### src/rtl/raid_cmd_scheduler_if.sv
// Command, disk-health and backend handshake bundle for raid_cmd_scheduler.
// The master modport drives commands and completions; the slave is the scheduler.
interface raid_cmd_scheduler_if #(
  parameter int unsigned DATA_W    = 16,
  parameter int unsigned ADDR_W    = 8,
  parameter int unsigned NUM_DISKS = 3,
  parameter int unsigned QDEPTH    = 4
);
  localparam int unsigned CNT_W = $clog2(QDEPTH) + 1;

  logic                 cmd_valid;
  logic                 cmd_op;
  logic [DATA_W-1:0]    cmd_data;
  logic [ADDR_W-1:0]    cmd_addr;
  logic                 cmd_ready;
  logic [NUM_DISKS-1:0] disk_stat;
  logic                 wr_done;
  logic                 rd_done;
  logic                 raid_done;
  logic                 wr_en_out;
  logic                 rd_en_out;
  logic [DATA_W-1:0]    write_data_out;
  logic [ADDR_W-1:0]    address_out;
  logic                 raid_start;
  logic [NUM_DISKS-1:0] disk_stat_out;
  logic                 busy;
  logic                 timeout_err;
  logic [CNT_W-1:0]     q_count;

  modport master (
    output cmd_valid, cmd_op, cmd_data, cmd_addr, disk_stat, wr_done, rd_done, raid_done,
    input  cmd_ready, wr_en_out, rd_en_out, write_data_out, address_out, raid_start,
           disk_stat_out, busy, timeout_err, q_count
  );

  modport slave (
    input  cmd_valid, cmd_op, cmd_data, cmd_addr, disk_stat, wr_done, rd_done, raid_done,
    output cmd_ready, wr_en_out, rd_en_out, write_data_out, address_out, raid_start,
           disk_stat_out, busy, timeout_err, q_count
  );
endinterface

### src/rtl/raid_cmd_scheduler.sv
// Queued front-end scheduler: FIFO of write/read commands, disk-health changes take
// priority, one backend operation in flight at a time with a watchdog.
module raid_cmd_scheduler #(
  parameter int unsigned DATA_W    = 16,
  parameter int unsigned ADDR_W    = 8,
  parameter int unsigned NUM_DISKS = 3,
  parameter int unsigned QDEPTH    = 4,
  parameter int unsigned TIMEOUT   = 255
) (
  input logic                 clk,
  input logic                 reset,
  raid_cmd_scheduler_if.slave bus
);
  localparam int unsigned PTR_W = $clog2(QDEPTH);
  localparam int unsigned CNT_W = PTR_W + 1;
  localparam int unsigned ENT_W = 1 + DATA_W + ADDR_W;
  localparam int unsigned WD_W  = $clog2(TIMEOUT + 1);

  typedef enum logic [1:0] {StIdle, StWrite, StRead, StRaid} state_e;

  logic [ENT_W-1:0]  fifo_mem [QDEPTH];
  logic [PTR_W-1:0]  wr_ptr_q, rd_ptr_q;
  logic [CNT_W-1:0]  count_q;
  logic              push, pop, fifo_empty;
  logic              head_op;
  logic [DATA_W-1:0] head_data;
  logic [ADDR_W-1:0] head_addr;

  state_e               state_q, state_d;
  logic [WD_W-1:0]      wd_q, wd_d;
  logic [NUM_DISKS-1:0] disk_stat_r, dstat_out_q, dstat_out_d;
  logic [DATA_W-1:0]    wdata_q, wdata_d;
  logic [ADDR_W-1:0]    addr_q, addr_d;
  logic                 wr_en_q, wr_en_d, rd_en_q, rd_en_d;
  logic                 raid_start_q, raid_start_d, timeout_q, timeout_d;
  logic                 raid_req, done_match;

  assign bus.cmd_ready = (count_q != CNT_W'(QDEPTH));
  assign fifo_empty    = (count_q == '0);
  assign push          = bus.cmd_valid && bus.cmd_ready;
  assign {head_op, head_data, head_addr} = fifo_mem[rd_ptr_q];
  assign raid_req      = (disk_stat_r != dstat_out_q);

  // No bypass: the FSM only ever sees registered FIFO contents.
  always_ff @(posedge clk or posedge reset) begin
    if (reset) begin
      for (int i = 0; i < int'(QDEPTH); i++) fifo_mem[i] <= '0;
      wr_ptr_q <= '0;
      rd_ptr_q <= '0;
      count_q  <= '0;
    end else begin
      if (push) begin
        fifo_mem[wr_ptr_q] <= {bus.cmd_op, bus.cmd_data, bus.cmd_addr};
        wr_ptr_q           <= wr_ptr_q + PTR_W'(1);
      end
      if (pop) rd_ptr_q <= rd_ptr_q + PTR_W'(1);
      if (push && !pop)      count_q <= count_q + CNT_W'(1);
      else if (pop && !push) count_q <= count_q - CNT_W'(1);
    end
  end

  always_comb begin
    unique case (state_q)
      StWrite: done_match = bus.wr_done;
      StRead:  done_match = bus.rd_done;
      StRaid:  done_match = bus.raid_done;
      default: done_match = 1'b0;
    endcase
  end

  always_comb begin
    state_d      = state_q;
    wd_d         = wd_q;
    dstat_out_d  = dstat_out_q;
    wdata_d      = wdata_q;
    addr_d       = addr_q;
    wr_en_d      = 1'b0;
    rd_en_d      = 1'b0;
    raid_start_d = 1'b0;
    timeout_d    = 1'b0;
    pop          = 1'b0;

    if (state_q == StIdle) begin
      if (raid_req) begin
        state_d      = StRaid;
        dstat_out_d  = disk_stat_r;
        raid_start_d = 1'b1;
        wd_d         = '0;
      end else if (!fifo_empty) begin
        pop    = 1'b1;
        addr_d = head_addr;
        wd_d   = '0;
        if (head_op) begin
          state_d = StRead;
          rd_en_d = 1'b1;
        end else begin
          state_d = StWrite;
          wr_en_d = 1'b1;
          wdata_d = head_data;
        end
      end
    end else begin
      // wd_q == 0 marks the issue-pulse cycle, where a done is not yet honoured.
      if (done_match && (wd_q != '0)) begin
        state_d = StIdle;
      end else if (wd_q == WD_W'(TIMEOUT - 1)) begin
        state_d   = StIdle;
        timeout_d = 1'b1;
      end else begin
        wd_d = wd_q + WD_W'(1);
      end
    end
  end

  always_ff @(posedge clk or posedge reset) begin
    if (reset) begin
      state_q      <= StIdle;
      wd_q         <= '0;
      disk_stat_r  <= '1;
      dstat_out_q  <= '1;
      wdata_q      <= '0;
      addr_q       <= '0;
      wr_en_q      <= 1'b0;
      rd_en_q      <= 1'b0;
      raid_start_q <= 1'b0;
      timeout_q    <= 1'b0;
    end else begin
      state_q      <= state_d;
      wd_q         <= wd_d;
      disk_stat_r  <= bus.disk_stat;
      dstat_out_q  <= dstat_out_d;
      wdata_q      <= wdata_d;
      addr_q       <= addr_d;
      wr_en_q      <= wr_en_d;
      rd_en_q      <= rd_en_d;
      raid_start_q <= raid_start_d;
      timeout_q    <= timeout_d;
    end
  end

  assign bus.wr_en_out      = wr_en_q;
  assign bus.rd_en_out      = rd_en_q;
  assign bus.write_data_out = wdata_q;
  assign bus.address_out    = addr_q;
  assign bus.raid_start     = raid_start_q;
  assign bus.disk_stat_out  = dstat_out_q;
  assign bus.busy           = (state_q != StIdle);
  assign bus.timeout_err    = timeout_q;
  assign bus.q_count        = count_q;
endmodule

### src/flat_wrapper.sv
// flat-port wrapper written by rule: the top's interface ports become plain ports
module raid_cmd_scheduler_flat 
#(
  parameter int unsigned DATA_W    = 16,
  parameter int unsigned ADDR_W    = 8,
  parameter int unsigned NUM_DISKS = 3,
  parameter int unsigned QDEPTH    = 4,
  parameter int unsigned TIMEOUT   = 255
)
  (clk, reset, bus_cmd_valid, bus_cmd_op, bus_cmd_data, bus_cmd_addr, bus_disk_stat, bus_wr_done, bus_rd_done, bus_raid_done, bus_cmd_ready, bus_wr_en_out, bus_rd_en_out, bus_write_data_out, bus_address_out, bus_raid_start, bus_disk_stat_out, bus_busy, bus_timeout_err, bus_q_count);
  raid_cmd_scheduler_if #(.DATA_W(DATA_W), .ADDR_W(ADDR_W), .NUM_DISKS(NUM_DISKS), .QDEPTH(QDEPTH)) bus_i ();
  input logic clk;
  input logic reset;
  input wire logic [$bits(bus_i.cmd_valid)-1:0] bus_cmd_valid;
  input wire logic [$bits(bus_i.cmd_op)-1:0] bus_cmd_op;
  input wire logic [$bits(bus_i.cmd_data)-1:0] bus_cmd_data;
  input wire logic [$bits(bus_i.cmd_addr)-1:0] bus_cmd_addr;
  input wire logic [$bits(bus_i.disk_stat)-1:0] bus_disk_stat;
  input wire logic [$bits(bus_i.wr_done)-1:0] bus_wr_done;
  input wire logic [$bits(bus_i.rd_done)-1:0] bus_rd_done;
  input wire logic [$bits(bus_i.raid_done)-1:0] bus_raid_done;
  output wire logic [$bits(bus_i.cmd_ready)-1:0] bus_cmd_ready;
  output wire logic [$bits(bus_i.wr_en_out)-1:0] bus_wr_en_out;
  output wire logic [$bits(bus_i.rd_en_out)-1:0] bus_rd_en_out;
  output wire logic [$bits(bus_i.write_data_out)-1:0] bus_write_data_out;
  output wire logic [$bits(bus_i.address_out)-1:0] bus_address_out;
  output wire logic [$bits(bus_i.raid_start)-1:0] bus_raid_start;
  output wire logic [$bits(bus_i.disk_stat_out)-1:0] bus_disk_stat_out;
  output wire logic [$bits(bus_i.busy)-1:0] bus_busy;
  output wire logic [$bits(bus_i.timeout_err)-1:0] bus_timeout_err;
  output wire logic [$bits(bus_i.q_count)-1:0] bus_q_count;
  assign bus_i.cmd_valid = bus_cmd_valid;
  assign bus_i.cmd_op = bus_cmd_op;
  assign bus_i.cmd_data = bus_cmd_data;
  assign bus_i.cmd_addr = bus_cmd_addr;
  assign bus_i.disk_stat = bus_disk_stat;
  assign bus_i.wr_done = bus_wr_done;
  assign bus_i.rd_done = bus_rd_done;
  assign bus_i.raid_done = bus_raid_done;
  assign bus_cmd_ready = bus_i.cmd_ready;
  assign bus_wr_en_out = bus_i.wr_en_out;
  assign bus_rd_en_out = bus_i.rd_en_out;
  assign bus_write_data_out = bus_i.write_data_out;
  assign bus_address_out = bus_i.address_out;
  assign bus_raid_start = bus_i.raid_start;
  assign bus_disk_stat_out = bus_i.disk_stat_out;
  assign bus_busy = bus_i.busy;
  assign bus_timeout_err = bus_i.timeout_err;
  assign bus_q_count = bus_i.q_count;
  raid_cmd_scheduler #(.DATA_W(DATA_W), .ADDR_W(ADDR_W), .NUM_DISKS(NUM_DISKS), .QDEPTH(QDEPTH), .TIMEOUT(TIMEOUT)) u_core (.clk(clk), .reset(reset), .bus(bus_i));
endmodule
### config.mk
export PLATFORM = sky130hd
export DESIGN_NAME = raid_cmd_scheduler_flat
export DESIGN_NICKNAME = d
export VERILOG_FILES = /design/src/rtl/raid_cmd_scheduler_if.sv /design/src/rtl/raid_cmd_scheduler.sv /design/src/flat_wrapper.sv
export SDC_FILE = /design/constraint.sdc
export NUM_CORES = 1
export LEC_CHECK = 0
export ABC_CLOCK_PERIOD_IN_PS = 5700
export BUFFER_PORTS_ARGS = -buffer_cell sky130_fd_sc_hd__buf_2
export CAP_MARGIN = 40
export CORE_MARGIN = 2
export CORE_UTILIZATION = 59
export DETAILED_ROUTE_END_ITERATION = 12
export GPL_TIMING_DRIVEN = 0
export PLACE_DENSITY = 0.8
export SETUP_SLACK_MARGIN = 0.2
export SLEW_MARGIN = 40
export SYNTH_ARGS = -nofsm -noshare
export SYNTH_HDL_FRONTEND = slang
export SYNTH_SLANG_ARGS = --single-unit
### constraint.sdc
create_clock -name clk -period 5.7 [get_ports clk]
set_input_delay 1.14 -clock clk [delete_from_list [all_inputs] [get_ports clk]]
set_output_delay 1.14 -clock clk [all_outputs]
set_load 0.05 [all_outputs]
==> impl.org <==
** Run status
- Status :: completed

** Logic synthesis
- Area contributors post-synth :: sky130_fd_sc_hd__dfrtp_1, sky130_fd_sc_hd__mux2_2, sky130_fd_sc_hd__mux4_2
- Leading cell types by count after synthesis :: sky130_fd_sc_hd__dfrtp_1, sky130_fd_sc_hd__mux2_2, sky130_fd_sc_hd__mux4_2
- Yosys printed 0 warnings.
- Dominant register cell in the synthesized netlist :: sky130_fd_sc_hd__dfrtp_1
- Counting flops with an async set or reset pin after synthesis yields a share of 1.00.
- Library cells used by synthesis :: 44
- Yosys top cell area share :: 0.546
- Biggest area consumer among synthesized cells :: sky130_fd_sc_hd__dfrtp_1
- Mapped Cells :: 424
- Share of the yosys chip area belonging to registers :: 0.570
- Yosys mapped a number of flops with a built-in enable equal to 0.
- Synthesized flop and latch total :: 151
- Post-Synthesis Net Count :: 467
- Netlist area before placement :: 6650 sq um
- Most numerous cell in the Yosys netlist :: sky130_fd_sc_hd__dfrtp_1
- Synthesized area per cell :: 15.7 sq um

** Place
- Buffers placed on the I/O ports in this run total 69.
- Once placement finished, the instance area stood at 7230 sq um.
- At the placement stage, the worst setup path has a slack of 3010 ps.
- HPWL after detailed placement :: 8330 um
- In this run, placement finished with an instance count of 635.
- At the end of routability-driven placement, the weighted congestion stood at 0.809.

** Timing
- The smallest clock period supported by the final layout is computed as 3190 ps.
- The number of hold violations in the final report came to 0.
- At the pin with the least slew margin, the transition time is 699 ps.
- In the finished design, the share of the clock period the worst path needs comes to 0.559.
- Unrepaired setup endpoints after global routing :: false
- Clock skew on the completed layout was measured at 8.71 ps.
- Measured against its own limit, the worst slew margin works out to 0.534.
- Fmax :: 314 MHz
- Final setup violation count :: 0
- Across all setup checks in the final design, the least slack found is 2510 ps.
- The count of final max-slew check failures came to 0.

** Pwr
- In this run the static leakage power is 3.56 nW.
- Power after layout :: 5.10 mW
- Areal power density over the cells :: 647 nW/um^2
- IR analysis of the VDD net gives a maximum drop of 0.441 mV.

** Global routing
- Entering global routing, the biggest net connects 76 pins.
- GR Overflow Total :: 0
- Wire length of the first global-routing pass :: 21,000 um
- For this run, the total global-route usage over all layers was measured as 0.235.
- The number of antenna violations at the first check in global routing is 1.
- The via count of the first global-routing pass is 4,105.

** Finish
- Excluding fillers, the count of instances in the completed layout stands at 668.
- Counting the fill cells in the layout gives 715.
- Of the cells placed in the final design, the portion with a size suffix greater than 1 is 0.539.
- Cell area after layout :: 7880 sq um
- From synthesis to final layout, the design area changed by 18.6%.
- Sequential cell area :: 3790 sq um
- The multi-input combinational cells in the finished layout cover a total of 2680 sq um.
- In the final design database the tool counted 557 nets.

** Critical path
- Crit path launch type :: register
- Type of element capturing the critical path :: output pin
- Along the worst path, the maximum fanout reaches 10.
- STA puts the critical path data arrival time at 2050 ps.
- STA puts the critical path data required time at 4560 ps.
- The worst setup path is of the reg -> out kind.

** Hold path
- Class of the most critical hold timing path :: reg -> reg

** CTS
- Number of hold buffers added after CTS :: 0
- TritonCTS clock tree :: done
- Clk Tree Root Cell :: sky130_fd_sc_hd__clkbuf_16
- Clk sinks :: 151
- Clock-pin slew was measured on the worst setup and hold paths at 60 ps.
- Worst-Skew Late Latency :: 420 ps
- The clock tree synthesis step divided the H-tree into 4 levels.
- Post-CTS timing repair inserted 0 buffers for setup.
- Max clock buf depth :: 2
- Num CTS Buffers :: 17
- PostCTS Resize Cnt :: 0

** Routing
- Detailed routing inserted a total of 3,874 vias.
- After detailed routing, the total wire length is 12,900 um.
- For this block, the initial DRC count from the detailed router was 243.
- Final antenna-violating net count :: 0
- In the final routed layout, each cell accounts on average for 19.4 um.
- Number of design rule violations left after detail routing :: 0
- Via/cell ratio :: 5.80
- The first detailed-routing pass ran for 4 iterations.

** Job
- Number of violations of the max-capacitance limit :: 0

** Floorplanning
- Width of the die :: 110 um
- The floorplan step defined a die boundary enclosing 12,100 sq um.
- 70 I/O pins were placed.
- The core region is 10,900 sq um.
- Y dimension of the die :: 110 um
- Initial standard-cell utilization of the core :: 0.608
- Row generation in the floorplan step produced 38 rows.
## power by group
part           total, mW  leakage (nW)  switching, mW  internal, mW
Combinational       2.00          1.43           1.02         0.978
Sequential          1.88          1.83          0.291          1.58
Clock               1.23         0.303          0.452         0.781
Total               5.10          3.56           1.76          3.34
## state kept, by name (all words and copies together), names as in the netlist, 2 cells and up
name	count
u_core.fifo_mem	100
u_core.bus.disk_stat_out	3
u_core.bus.write_data_out	16
u_core.wd_q	8
u_core.bus.q_count	3
u_core.wr_ptr_q	2
u_core.state_q	2
u_core.disk_stat_r	3
u_core.rd_ptr_q	2
u_core.bus.address_out	8
## area by class of cell
type / count / share of cell area
Sequential cell: 151 / 0.480
Multi-Input combinational cell: 242 / 0.339
Clock buffer: 18 / 0.0544
Timing Repair Buffer: 71 / 0.0508
Clock inverter: 14 / 0.0284
Tap cell: 140 / 0.0222
Buffer: 21 / 0.0186
Inverter: 10 / 0.00571
Antenna cell: 1 / 0.000317
## routing by layer
metal | wire length, um | GRT usage
met1 | 5670 | 0.315
met4 | 206 | 0.100
met3 | 553 | 0.0535
met5 | 0 | 0
met2 | 6500 | 0.374
## final timing paths
kind | slack, ps | from | end | depth (start not counted)
setup / recovery | 2510 | u_core.state_q[0] | bus_busy | 4
hold reg to reg | 500 | u_core.fifo_mem[28] | u_core.fifo_mem[28] | 1
hold / removal | 500 | u_core.fifo_mem[28] | u_core.fifo_mem[28] | 1
min in group asynchronous | 630 | reset | u_core.bus.address_out[3] | 2
setup reg to reg | 3020 | u_core.bus.disk_stat_out[0] | u_core.bus.q_count[1] | 9
max in group asynchronous | 4180 | reset | u_core.bus.write_data_out[11] | 4
## cells by family after synthesis
| family | count (synthesis) | share of synthesized area |
|---|---|---|
| simple gates | 47 | 0.0403 |
| xor+xnor | 9 | 0.0119 |
| fa+ha+maj | 9 | 0.0181 |
| buf+inv | 31 | 0.0277 |
| compound gates | 22 | 0.0224 |
| mux | 155 | 0.310 |
| flops | 151 | 0.570 |
## layout by cell type (no fill, tap or decap), drive strengths merged, types with 6 or more instances in the layout
| cell | synthesis | final |
|---|---|---|
| nor3 | 6 | 6 |
| buf | 15 | 86 |
| dfrtp | 145 | 145 |
| nand2 | 13 | 13 |
| o21ai | 6 | 6 |
| dfstp | 6 | 6 |
| inv | 10 | 12 |
| xor2 | 6 | 6 |
| mux2 | 129 | 129 |
| nor2 | 10 | 10 |
| ha | 8 | 8 |
| clkbuf | 6 | 24 |
| mux4 | 25 | 25 |
## metrics by stage
| stage | hold slack [ps] | utilization | TNS, ps |
|---|---|---|---|
| global route | 515 | 0.721 | 0 |
| global placement | 482 | 0.655 | -121450 |
| CTS | 501 | 0.721 | 0 |
| floorplan | 474 | - | 0 |
| finish | 499 | 0.721 | 0 |
| detailed placement | 488 | 0.661 | 0 |
## worst max-delay path, stage by stage (launching register included)
cell                       delay (ps)
sky130_fd_sc_hd__dfrtp_1          440
sky130_fd_sc_hd__nor2_1           280
sky130_fd_sc_hd__clkbuf_1         460
sky130_fd_sc_hd__inv_1            190
sky130_fd_sc_hd__buf_2            250
(Power assumes the default switching activity.)
